## src/rtl/axis_s2mm_ring_ctrl_if.sv

```systemverilog
// ---------------------------------------------------------------------------
// axis_s2mm_ring_ctrl_if
// Bundles the ring controller's two handshake groups:
//   writer side    : wr_base_addr, wr_start (to writer); wr_busy, wr_done (from writer)
//   consumer side  : cmp_valid, cmp_idx (to consumer); cmp_ready (from consumer)
//                    rel_valid, rel_idx (consumer hands a buffer back)
// Modports:
//   master : the ring controller
//   slave  : the writer / consumer / testbench side
// ---------------------------------------------------------------------------
interface axis_s2mm_ring_ctrl_if #(
    parameter int AXI_ADDR_WIDTH = 32,
    parameter int NUM_BUFS       = 4,
    parameter int IDX_W          = $clog2(NUM_BUFS)
);
    logic [AXI_ADDR_WIDTH-1:0] wr_base_addr;
    logic                      wr_start;
    logic                      wr_busy;
    logic                      wr_done;

    logic                      cmp_valid;
    logic [IDX_W-1:0]          cmp_idx;
    logic                      cmp_ready;

    logic                      rel_valid;
    logic [IDX_W-1:0]          rel_idx;

    modport master (
        output wr_base_addr,
        output wr_start,
        input  wr_busy,
        input  wr_done,
        output cmp_valid,
        output cmp_idx,
        input  cmp_ready,
        input  rel_valid,
        input  rel_idx
    );

    modport slave (
        input  wr_base_addr,
        input  wr_start,
        output wr_busy,
        output wr_done,
        input  cmp_valid,
        input  cmp_idx,
        output cmp_ready,
        output rel_valid,
        output rel_idx
    );
endinterface

```

## src/rtl/axis_s2mm_ring_ctrl.sv

```systemverilog
// ---------------------------------------------------------------------------
// axis_s2mm_ring_ctrl
// Sequences the AXI-Stream-to-AXI-MM burst writer over a ring of NUM_BUFS
// equally spaced buffers. Each TLAST-terminated transfer gets its own buffer:
// the controller programs the buffer base address, pulses the writer start,
// waits for done, then offers the buffer index to a consumer. A buffer handed
// to the consumer stays owned (never rewritten) until the consumer releases it.
//
// Ports:
//   ACLK, ARESETn     clock, synchronous active-low reset
//   cfg_enable        run the ring while high
//   cfg_base_addr     address of buffer 0
//   cfg_buf_stride    byte distance between consecutive buffers
//   cfg_timeout       max RUN cycles per transfer, 0 disables the watchdog
//   bus (master)      writer handshake + completion/release handshakes
//   owned_mask        bit i set while buffer i is held by the consumer
//   ctrl_busy         controller is not IDLE
//   timeout_err       sticky watchdog error
//   rel_err           sticky bad-release error
//   stall_cnt         saturating count of SELECT cycles blocked by ownership
// ---------------------------------------------------------------------------
module axis_s2mm_ring_ctrl #(
    parameter int AXI_ADDR_WIDTH = 32,
    parameter int NUM_BUFS       = 4,
    parameter int IDX_W          = $clog2(NUM_BUFS),
    parameter int TIMEOUT_W      = 24
) (
    input  logic                      ACLK,
    input  logic                      ARESETn,
    input  logic                      cfg_enable,
    input  logic [AXI_ADDR_WIDTH-1:0] cfg_base_addr,
    input  logic [AXI_ADDR_WIDTH-1:0] cfg_buf_stride,
    input  logic [TIMEOUT_W-1:0]      cfg_timeout,
    axis_s2mm_ring_ctrl_if.master     bus,
    output logic [NUM_BUFS-1:0]       owned_mask,
    output logic                      ctrl_busy,
    output logic                      timeout_err,
    output logic                      rel_err,
    output logic [15:0]               stall_cnt
);

    typedef enum logic [2:0] {
        ST_IDLE     = 3'd0,
        ST_SELECT   = 3'd1,
        ST_ARM      = 3'd2,
        ST_RUN      = 3'd3,
        ST_COMPLETE = 3'd4,
        ST_HALT     = 3'd5
    } state_t;

    localparam logic [IDX_W-1:0] LAST_IDX   = IDX_W'(NUM_BUFS - 1);
    localparam logic [IDX_W:0]   NUM_BUFS_W = (IDX_W + 1)'(NUM_BUFS);

    // Next ring slot, wrapping after the last buffer.
    function automatic logic [IDX_W-1:0] ring_next(input logic [IDX_W-1:0] idx);
        logic [IDX_W-1:0] nxt;
        if (idx == LAST_IDX) begin
            nxt = {IDX_W{1'b0}};
        end else begin
            nxt = idx + IDX_W'(1);
        end
        return nxt;
    endfunction

    // Buffer address; the product and sum wrap modulo 2^AXI_ADDR_WIDTH.
    function automatic logic [AXI_ADDR_WIDTH-1:0] buf_addr(
        input logic [AXI_ADDR_WIDTH-1:0] base,
        input logic [AXI_ADDR_WIDTH-1:0] stride,
        input logic [IDX_W-1:0]          idx
    );
        logic [AXI_ADDR_WIDTH-1:0] offset;
        offset = AXI_ADDR_WIDTH'(idx) * stride;
        return base + offset;
    endfunction

    // One-hot decode of a buffer index into the ownership mask layout.
    function automatic logic [NUM_BUFS-1:0] idx_onehot(input logic [IDX_W-1:0] idx);
        logic [NUM_BUFS-1:0] oh;
        oh      = {NUM_BUFS{1'b0}};
        oh[idx] = 1'b1;
        return oh;
    endfunction

    state_t                    state_r,       state_nxt_s;
    logic [IDX_W-1:0]          wr_idx_r,      wr_idx_nxt_s;
    logic [AXI_ADDR_WIDTH-1:0] wr_addr_r,     wr_addr_nxt_s;
    logic                      wr_start_r,    wr_start_nxt_s;
    logic                      cmp_valid_r,   cmp_valid_nxt_s;
    logic [IDX_W-1:0]          cmp_idx_r,     cmp_idx_nxt_s;
    logic [TIMEOUT_W-1:0]      wd_cnt_r,      wd_cnt_nxt_s;
    logic [TIMEOUT_W-1:0]      wd_inc_s;
    logic [15:0]               stall_cnt_r,   stall_cnt_nxt_s;
    logic                      timeout_err_r, timeout_err_nxt_s;
    logic                      rel_err_r,     rel_err_nxt_s;
    logic [NUM_BUFS-1:0]       owned_r,       owned_nxt_s;
    logic                      ctrl_busy_r;

    logic                      cmp_set_s;
    logic                      rel_in_range_s;
    logic                      rel_owned_s;
    logic [NUM_BUFS-1:0]       clr_mask_s;
    logic [NUM_BUFS-1:0]       set_mask_s;

    // Ring sequencing: next state plus next values of every FSM-owned register.
    always_comb begin
        state_nxt_s       = state_r;
        wr_idx_nxt_s      = wr_idx_r;
        wr_addr_nxt_s     = wr_addr_r;
        wr_start_nxt_s    = wr_start_r;
        cmp_valid_nxt_s   = cmp_valid_r;
        cmp_idx_nxt_s     = cmp_idx_r;
        wd_cnt_nxt_s      = wd_cnt_r;
        stall_cnt_nxt_s   = stall_cnt_r;
        timeout_err_nxt_s = timeout_err_r;
        cmp_set_s         = 1'b0;
        // The watchdog counts RUN cycles including the current one, so a
        // transfer gets at most cfg_timeout RUN cycles before it is abandoned.
        wd_inc_s          = wd_cnt_r + TIMEOUT_W'(1);

        case (state_r)
            ST_IDLE: begin
                if (cfg_enable) begin
                    state_nxt_s = ST_SELECT;
                end else begin
                    state_nxt_s = ST_IDLE;
                end
            end

            ST_SELECT: begin
                if (!cfg_enable) begin
                    state_nxt_s = ST_IDLE;
                end else if (owned_r[wr_idx_r]) begin
                    // Consumer still holds this slot: wait in place.
                    if (stall_cnt_r != 16'hFFFF) begin
                        stall_cnt_nxt_s = stall_cnt_r + 16'd1;
                    end else begin
                        stall_cnt_nxt_s = stall_cnt_r;
                    end
                end else begin
                    wr_addr_nxt_s  = buf_addr(cfg_base_addr, cfg_buf_stride, wr_idx_r);
                    wr_start_nxt_s = 1'b1;
                    state_nxt_s    = ST_ARM;
                end
            end

            ST_ARM: begin
                // The writer only leaves idle once stream data shows up, so
                // this wait is unbounded and cfg_enable is deliberately ignored.
                if (bus.wr_busy) begin
                    wr_start_nxt_s = 1'b0;
                    wd_cnt_nxt_s   = {TIMEOUT_W{1'b0}};
                    state_nxt_s    = ST_RUN;
                end else begin
                    wr_start_nxt_s = 1'b1;
                end
            end

            ST_RUN: begin
                wd_cnt_nxt_s = wd_inc_s;
                if (bus.wr_done) begin
                    // Done takes priority over a coincident watchdog expiry.
                    cmp_valid_nxt_s = 1'b1;
                    cmp_idx_nxt_s   = wr_idx_r;
                    state_nxt_s     = ST_COMPLETE;
                end else if ((cfg_timeout != {TIMEOUT_W{1'b0}}) && (wd_inc_s == cfg_timeout)) begin
                    timeout_err_nxt_s = 1'b1;
                    state_nxt_s       = ST_HALT;
                end else begin
                    state_nxt_s = ST_RUN;
                end
            end

            ST_COMPLETE: begin
                if (cmp_valid_r && bus.cmp_ready) begin
                    cmp_valid_nxt_s = 1'b0;
                    cmp_set_s       = 1'b1;
                    wr_idx_nxt_s    = ring_next(wr_idx_r);
                    state_nxt_s     = ST_SELECT;
                end else begin
                    state_nxt_s = ST_COMPLETE;
                end
            end

            ST_HALT: begin
                wr_start_nxt_s = 1'b0;
                if (!cfg_enable) begin
                    state_nxt_s = ST_IDLE;
                end else begin
                    state_nxt_s = ST_HALT;
                end
            end

            default: begin
                state_nxt_s    = ST_IDLE;
                wr_start_nxt_s = 1'b0;
            end
        endcase
    end

    // Ownership tracking: releases and completion sets, checked every cycle.
    always_comb begin
        rel_in_range_s = ({1'b0, bus.rel_idx} < NUM_BUFS_W);
        if (rel_in_range_s) begin
            rel_owned_s = owned_r[bus.rel_idx];
        end else begin
            rel_owned_s = 1'b0;
        end

        if (bus.rel_valid && rel_owned_s) begin
            clr_mask_s = idx_onehot(bus.rel_idx);
        end else begin
            clr_mask_s = {NUM_BUFS{1'b0}};
        end

        if (cmp_set_s) begin
            set_mask_s = idx_onehot(cmp_idx_r);
        end else begin
            set_mask_s = {NUM_BUFS{1'b0}};
        end

        // A release aimed at the slot being completed sees the bit still clear,
        // so it is flagged as an error and the completion's set stands.
        owned_nxt_s   = (owned_r & ~clr_mask_s) | set_mask_s;
        rel_err_nxt_s = rel_err_r | (bus.rel_valid & ~rel_owned_s);
    end

    // State and datapath registers with synchronous active-low reset.
    always_ff @(posedge ACLK) begin
        if (!ARESETn) begin
            state_r       <= ST_IDLE;
            wr_idx_r      <= {IDX_W{1'b0}};
            wr_addr_r     <= {AXI_ADDR_WIDTH{1'b0}};
            wr_start_r    <= 1'b0;
            cmp_valid_r   <= 1'b0;
            cmp_idx_r     <= {IDX_W{1'b0}};
            wd_cnt_r      <= {TIMEOUT_W{1'b0}};
            stall_cnt_r   <= 16'd0;
            timeout_err_r <= 1'b0;
            rel_err_r     <= 1'b0;
            owned_r       <= {NUM_BUFS{1'b0}};
            ctrl_busy_r   <= 1'b0;
        end else begin
            state_r       <= state_nxt_s;
            wr_idx_r      <= wr_idx_nxt_s;
            wr_addr_r     <= wr_addr_nxt_s;
            wr_start_r    <= wr_start_nxt_s;
            cmp_valid_r   <= cmp_valid_nxt_s;
            cmp_idx_r     <= cmp_idx_nxt_s;
            wd_cnt_r      <= wd_cnt_nxt_s;
            stall_cnt_r   <= stall_cnt_nxt_s;
            timeout_err_r <= timeout_err_nxt_s;
            rel_err_r     <= rel_err_nxt_s;
            owned_r       <= owned_nxt_s;
            ctrl_busy_r   <= (state_nxt_s != ST_IDLE);
        end
    end

    assign bus.wr_base_addr = wr_addr_r;
    assign bus.wr_start     = wr_start_r;
    assign bus.cmp_valid    = cmp_valid_r;
    assign bus.cmp_idx      = cmp_idx_r;
    assign owned_mask       = owned_r;
    assign ctrl_busy        = ctrl_busy_r;
    assign timeout_err      = timeout_err_r;
    assign rel_err          = rel_err_r;
    assign stall_cnt        = stall_cnt_r;

endmodule

```

## src/flat_wrapper.sv

```systemverilog
// flat-port wrapper written by rule: the top's interface ports become plain ports
module axis_s2mm_ring_ctrl_flat 
#(
    parameter int AXI_ADDR_WIDTH = 32,
    parameter int NUM_BUFS       = 4,
    parameter int IDX_W          = $clog2(NUM_BUFS),
    parameter int TIMEOUT_W      = 24
)
  (ACLK, ARESETn, cfg_enable, cfg_base_addr, cfg_buf_stride, cfg_timeout, owned_mask, ctrl_busy, timeout_err, rel_err, stall_cnt, bus_wr_base_addr, bus_wr_start, bus_wr_busy, bus_wr_done, bus_cmp_valid, bus_cmp_idx, bus_cmp_ready, bus_rel_valid, bus_rel_idx);
  axis_s2mm_ring_ctrl_if #(.AXI_ADDR_WIDTH(AXI_ADDR_WIDTH), .NUM_BUFS(NUM_BUFS), .IDX_W(IDX_W)) bus_i ();
  input  logic ACLK;
  input  logic ARESETn;
  input  logic cfg_enable;
  input  logic [AXI_ADDR_WIDTH-1:0] cfg_base_addr;
  input  logic [AXI_ADDR_WIDTH-1:0] cfg_buf_stride;
  input  logic [TIMEOUT_W-1:0] cfg_timeout;
  output logic [NUM_BUFS-1:0] owned_mask;
  output logic ctrl_busy;
  output logic timeout_err;
  output logic rel_err;
  output logic [15:0] stall_cnt;
  output wire logic [$bits(bus_i.wr_base_addr)-1:0] bus_wr_base_addr;
  output wire logic [$bits(bus_i.wr_start)-1:0] bus_wr_start;
  input wire logic [$bits(bus_i.wr_busy)-1:0] bus_wr_busy;
  input wire logic [$bits(bus_i.wr_done)-1:0] bus_wr_done;
  output wire logic [$bits(bus_i.cmp_valid)-1:0] bus_cmp_valid;
  output wire logic [$bits(bus_i.cmp_idx)-1:0] bus_cmp_idx;
  input wire logic [$bits(bus_i.cmp_ready)-1:0] bus_cmp_ready;
  input wire logic [$bits(bus_i.rel_valid)-1:0] bus_rel_valid;
  input wire logic [$bits(bus_i.rel_idx)-1:0] bus_rel_idx;
  assign bus_wr_base_addr = bus_i.wr_base_addr;
  assign bus_wr_start = bus_i.wr_start;
  assign bus_i.wr_busy = bus_wr_busy;
  assign bus_i.wr_done = bus_wr_done;
  assign bus_cmp_valid = bus_i.cmp_valid;
  assign bus_cmp_idx = bus_i.cmp_idx;
  assign bus_i.cmp_ready = bus_cmp_ready;
  assign bus_i.rel_valid = bus_rel_valid;
  assign bus_i.rel_idx = bus_rel_idx;
  axis_s2mm_ring_ctrl #(.AXI_ADDR_WIDTH(AXI_ADDR_WIDTH), .NUM_BUFS(NUM_BUFS), .IDX_W(IDX_W), .TIMEOUT_W(TIMEOUT_W)) u_core (.ACLK(ACLK), .ARESETn(ARESETn), .cfg_enable(cfg_enable), .cfg_base_addr(cfg_base_addr), .cfg_buf_stride(cfg_buf_stride), .cfg_timeout(cfg_timeout), .bus(bus_i), .owned_mask(owned_mask), .ctrl_busy(ctrl_busy), .timeout_err(timeout_err), .rel_err(rel_err), .stall_cnt(stall_cnt));
endmodule
```

## config.mk

```make
export PLATFORM = sky130hd
export DESIGN_NAME = axis_s2mm_ring_ctrl_flat
export DESIGN_NICKNAME = d
export VERILOG_FILES = /design/src/rtl/axis_s2mm_ring_ctrl_if.sv /design/src/rtl/axis_s2mm_ring_ctrl.sv /design/src/flat_wrapper.sv
export SDC_FILE = /design/constraint.sdc
export NUM_CORES = 1
export LEC_CHECK = 0
export CORE_ASPECT_RATIO = 0.75
export CORE_MARGIN = 2
export CORE_UTILIZATION = 53
export DETAILED_ROUTE_END_ITERATION = 12
export PLACE_DENSITY = 0.91
export SYNTH_ARGS = -nofsm -noshare
export SYNTH_HDL_FRONTEND = slang
export SYNTH_SLANG_ARGS = --single-unit
```

## constraint.sdc

```tcl
create_clock -name ACLK -period 4.3 [get_ports ACLK]
set_input_delay 0.645 -clock ACLK [delete_from_list [all_inputs] [get_ports ACLK]]
set_output_delay 0.645 -clock ACLK [all_outputs]
set_load 0.03 [all_outputs]
```

Word level (Yosys, flattened, before mapping)
Cells that the tools add are included.
{"block": "word_totals", "in_bits": 97, "output_inout_bits": 59, "ff_bits": 88}
{"block": "op_classes", "multipliers": 1, "reduce_logical": 19, "n_mux": 31, "add_sub_neg": 4, "n_bitwise": 9, "eq_ne": 13, "order_cmp": 5}
{"op": "$pmux W24 S2", "count": 1}
{"op": "$add A32 B32 Y32", "count": 1}
{"op": "$mul A2 B32 Y32", "count": 1}
{"op": "$add A24 B1 Y24 const B", "count": 1}
{"op": "$eq A24 B24 Y1", "count": 1}
{"op": "$mux W24", "count": 1}
{"op": "$reduce_bool A24 Y1", "count": 1}
{"op": "$mux W3", "count": 7}
{"op": "$pmux W3 S6", "count": 1}
{"op": "$add A16 B1 Y16 const B", "count": 1}
{"op": "$ne A16 B16 Y1 const B", "count": 1}
{"op": "$mux W1", "count": 12}
{"op": "$reduce_and A3 Y1", "count": 4}
{"op": "$lt A2 B3 Y1 const B", "count": 3}
{"op": "$mux W4", "count": 2}
{"op": "$ne A2 B2 Y1 const B", "count": 4}
{"op": "$eq A3 B2 Y1 const B", "count": 2}
{"op": "$eq A3 B3 Y1 const B", "count": 2}
{"op": "$reduce_and A2 Y1", "count": 3}
{"op": "$logic_and A1 B1 Y1", "count": 5}
{"op": "$and A4 B4 Y4", "count": 1}
{"op": "$bmux W1 S2", "count": 2}
{"op": "$demux W1 S2", "count": 2}
{"op": "$ge A2 B1 Y1 const B", "count": 2}
{"op": "17 further kinds", "count": 21}

Longest topological paths before layout
{"block": "depth", "depth_word": 8, "depth_mapped": 16, "mapped_depth_nobuf": 14}

Worst setup path before layout
OpenSTA, ideal clock, no wires.
{"block": "synth_timing", "path_kind": "reg-to-reg", "startpoint": "register u_core.wr_idx_r[1]", "endpoint": "register u_core.wr_addr_r[19] (netlist: u_core.bus.wr_base_addr[19])", "synth_period_minus_slack_ns": 3.541, "path_stages_with_launch": 17, "t_required_ns": 4.226, "setup_slack_ns": 0.759, "path_buffers": 2, "arrival_ns": 3.467, "path_cell_list": "dfxtp_1 > clkbuf_1 > clkbuf_1 > nand2_1 > fa_1 > inv_1 > ha_1 > inv_1 > fa_1 > nand2b_1 > a21oi_1 > o21ai_1 > a21oi_1 > o311ai_1 > a2111oi_0 > a31oi_1 > a31oi_1"}
{"block": "synth_between", "elab_chain_len": 4, "elab_cells_between_ends": 6, "classes_between": "1 x add/sub; 1 x mul; 2 x mux; 1 x bitwise; 1 x reduce/logical"}
{"element": "from (decl)", "line": "axis_s2mm_ring_ctrl.sv:85", "text": "logic [IDX_W-1:0] wr_idx_r, wr_idx_nxt_s;"}
{"element": "from (signal assigned)", "line": "axis_s2mm_ring_ctrl.sv:231", "text": "wr_idx_r <= {IDX_W{1'b0}};"}
{"element": "from (signal assigned)", "line": "axis_s2mm_ring_ctrl.sv:244", "text": "wr_idx_r <= wr_idx_nxt_s;"}
{"element": "branches (longest 4 deep; another with $mul A2 B32 Y32)"}
{"element": "to (signal assigned)", "line": "axis_s2mm_ring_ctrl.sv:232", "text": "wr_addr_r <= {AXI_ADDR_WIDTH{1'b0}};"}
{"element": "to (signal assigned)", "line": "axis_s2mm_ring_ctrl.sv:245", "text": "wr_addr_r <= wr_addr_nxt_s;"}
{"element": "to (decl)", "line": "axis_s2mm_ring_ctrl.sv:86", "text": "logic [AXI_ADDR_WIDTH-1:0] wr_addr_r, wr_addr_nxt_s;"}
Parallel ways; which one is timed is not known. The select of a mux whose other input is x is not followed.
A chain may end at the register's enable or synchronous reset.

Final worst setup path
Same ends and word-level chain as after synthesis.

==> results.yml <==
detailed_routing:
  vias_per_cell: 5.83
  first_iter_violations: 522
  vias: 7505
  routed_wl_mm: 20.0
  ant_nets: 0
  first_pass_iters: 5
  avgRoutedWirePerCell_um: 15.6
  drc: 0
die:
  die_area_sq_um: 14800
  io_pins: 156
  die_w_um: 140
  die_y_um: 106
  initial_core_util: 0.539
  fp-row-count: 37
  core_area_sq_um: 13600
clock_tree:
  post_cts_resized: 0
  cts_setup_buffers: 0
  cts_tree: "built"
  clock-sinks: 88
  clkTransAtPathRegs_ns: 0.07
  holdBufCountCts: 0
  cts_buffers: 9
  cts-root-buf: "clkbuf_16"
  clockBufferDepth: 2
  worst_skew_pair.late_latency_ns: 0.34
  htree_num_levels: 3
sta:
  fin_crit_sh: 0.914
  report.final.slew_viol_count: 0
  final-hold-violation-count: 0
  finalSetupTns_ns: 0
  finClkSkew_ns: 0.00701
  rsz0062_at_grt: "false"
  fmax_mhz: 254
  setup_viol: 0
  layout_min_cycle_time_ns: 3.93
  max-slew-margin-rel: 0.277
  fin_ws_ns: 0.369
  worstMarginPinSlew_ns: 1.09
worst_setup_path:
  crit_arrival_ns: 4.19
  critical-path-top-delay-family: "compound AO/OA/AOI/OAI gates"
  crit_fanout: 29
  r2r_cells: 16
  required_ns: 4.56
  crit_type: "reg -> reg"
  crit_slowest_cell: "fa_1"
  worstSetupEndpointType: "register"
  slowest_delay_ns: 0.49
  crit_buf_inv: 4
  startpoint_type: "register"
  crit_chain: "buf_4 -> nand2_1 -> fa_1 -> inv_1 -> ha_1 -> inv_1 -> fa_1 -> nand2b_1 -> a21oi_1 -> o21ai_1 -> a21oi_1 -> buf_4 -> o311ai_1 -> a2111oi_0 -> a31oi_1 -> a31oi_1"
  cp.depth: 16
synth:
  synth_fp_nets: 1140
  yosysWarnings: 0
  synth_edf_count: 0
  synth-seq-cells: 88
  syn_inst: 978
  syn-cell-area_sq_um: 7340
  synthArstFlopShare: 0
  yosysSeqAreaShare: 0.240
  ys_types: 77
  synth_top_flop_cell: "dfxtp_1"
  avgSynthCellArea_sq_um: 7.50
placed_design:
  dpl_cell_area_sq_um: 8970
  gp_congestion: 0.867
  hpwl_mm: 15.2
  dp.cells: 1271
  io_buffers: 155
  dp_slack_ns: 0.132
cells_and_area:
  antenna_cells: 0
  syn_to_final_growth_pct: 26.8
  final_net_count: 1269
  fill_cells: 1108
  drive_above_1_share: 0.0504
  fin_area_sq_um: 9300
  final_cells: 1287
global_route:
  first_global_vias: 7279
  grt_pass1_wl_mm: 34.0
  grt_use_total: 0.274
  grt_max_degree: 43
  grt_antenna_before_repair: 0
  grt_overflow: 0
status:
  outcome: "completed"
hold_path:
  hold_path.class: "reg -> reg"
  min_path_cells: 2
pwr:
  powerDensity_nw_per_um2: 222
  irDropWorstVdd_mv: 0.173
  p_leak_nw: 3.68
run:
  max_cap_viol_count: 0
==> registers in the layout, indices dropped and copies added, names as in the netlist <==
| name | count |
|---|---|
| u_core.ctrl_busy | 1 |
| u_core.timeout_err | 1 |
| u_core.owned_mask | 4 |
| u_core.rel_err | 1 |
| u_core.stall_cnt | 16 |
| u_core.state_r | 3 |
| u_core.bus.cmp_idx | 2 |
| u_core.bus.cmp_valid | 1 |
| u_core.wd_cnt_r | 24 |
| u_core.bus.wr_base_addr | 32 |
| u_core.bus.wr_start | 1 |
| u_core.wr_idx_r | 2 |
==> cell type report <==
class / instances / area, sq um / area share
clock buffer: 9 / 225 / 0.0242
multi-input combinational: 739 / 4980 / 0.535
tap: 175 / 219 / 0.0235
timing repair buffer: 165 / 1630 / 0.175
clock inverter: 7 / 103 / 0.0110
sequential: 88 / 1760 / 0.189
inverter: 104 / 390 / 0.0420
==> worst register-to-register path: cells and delay by family (launching register included) <==
kind,cells,cell delay (ns)
buffers and inverters,4,0.68
AOI/OAI and AO/OA,7,1.38
and+or+nand+nor,2,0.33
adders and majority gates,3,1.09
DFF,1,0.38
==> Yosys cell counts (all sizes together) (9+ instances only) <==
cell	number	area (sq um)
o21a	11	82.6
or3	14	92.6
clkbuf	32	120
nor2	69	262
nand4	11	68.8
a21o	11	82.6
a31oi	11	68.8
xor2	18	158
and4	9	86.3
o21ai	48	240
a211oi	13	103
nand3	42	235
inv	104	390
xnor2	37	324
and3	10	63.8
nor3	23	115
fa	31	621
and2	9	56.3
dfxtp	88	1760
ha	34	425
nand2	152	576
buf	15	90.1
a21oi	83	415
nor4	12	103
==> where the power goes <==
part | switching [mW] | internal (mW)
registers | 0.0131 | 0.831
clock network | 0.357 | 0.517
logic | 0.178 | 0.167
==> final timing paths <==
check                                           startpoint                                        to  slack (ns)
hold / removal    u_core.bus.wr_base_addr[28]$_SDFFE_PN0P_  u_core.bus.wr_base_addr[28]$_SDFFE_PN0P_        0.46
hold reg to reg   u_core.bus.wr_base_addr[28]$_SDFFE_PN0P_  u_core.bus.wr_base_addr[28]$_SDFFE_PN0P_        0.46
setup reg to reg           u_core.wr_idx_r[1]$_SDFFE_PN0P_  u_core.bus.wr_base_addr[19]$_SDFFE_PN0P_        0.37
setup / recovery           u_core.wr_idx_r[1]$_SDFFE_PN0P_  u_core.bus.wr_base_addr[19]$_SDFFE_PN0P_        0.37
==> metrics by stage <==
step	power, mW	hold slack [ns]	util
2_1_floorplan	1.03	0.486	-
3_3_place_gp	1.20	0.440	0.659
3_5_place_dp	1.20	0.451	0.659
4_1_cts	2.07	0.461	0.683
5_1_grt	2.14	0.483	0.683
6_report	2.06	0.461	0.683
==> placed cells by master (no fill, tap or decap), types with 6 or more instances in the layout <==
master / Yosys / routed
nand2_1: 150 / 150
a21o_1: 11 / 11
o21a_1: 11 / 11
nand2b_1: 7 / 7
nand3_1: 37 / 37
or3_1: 13 / 13
dfxtp_1: 88 / 88
nand4_1: 11 / 11
buf_4: 5 / 10
ha_1: 34 / 34
xnor2_1: 37 / 37
nor4_1: 9 / 9
o31ai_1: 8 / 8
a211oi_1: 12 / 12
inv_1: 104 / 103
and4_1: 6 / 6
nor3_1: 23 / 23
clkbuf_16: 0 / 9
xor2_1: 18 / 18
o21ai_0: 38 / 38
and2_1: 9 / 9
nor2_1: 68 / 67
clkdlybuf4s50_1: 0 / 155
fa_1: 31 / 31
and3_1: 9 / 9
nand3b_1: 7 / 7
a21oi_1: 83 / 83
a31oi_1: 11 / 11
o21ai_1: 10 / 10
==> cell families (layout without fill, tap and decap cells) <==
group	count (synthesis)	after routing	share of synthesized area
muxes	6	6	0.0116
DFF	88	88	0.240
buffers and inverters	151	285	0.0819
AOI/OAI and AO/OA	230	230	0.199
and+or+nand+nor	383	383	0.259
xor gates and xnor gates	55	55	0.0657
adders and majority gates	65	65	0.143
==> layer usage <==
metal / global-route usage / vias up / wire (um)
met1: 0.381 / 3540 / 9090
met3: 0.0473 / 34 / 1490
met2: 0.445 / 312 / 9060
li1: - / 3619 / -
met5: 0 / - / 0
met4: 0.0693 / 0 / 382
No activity file was read; power rests on OpenSTA's default activity.
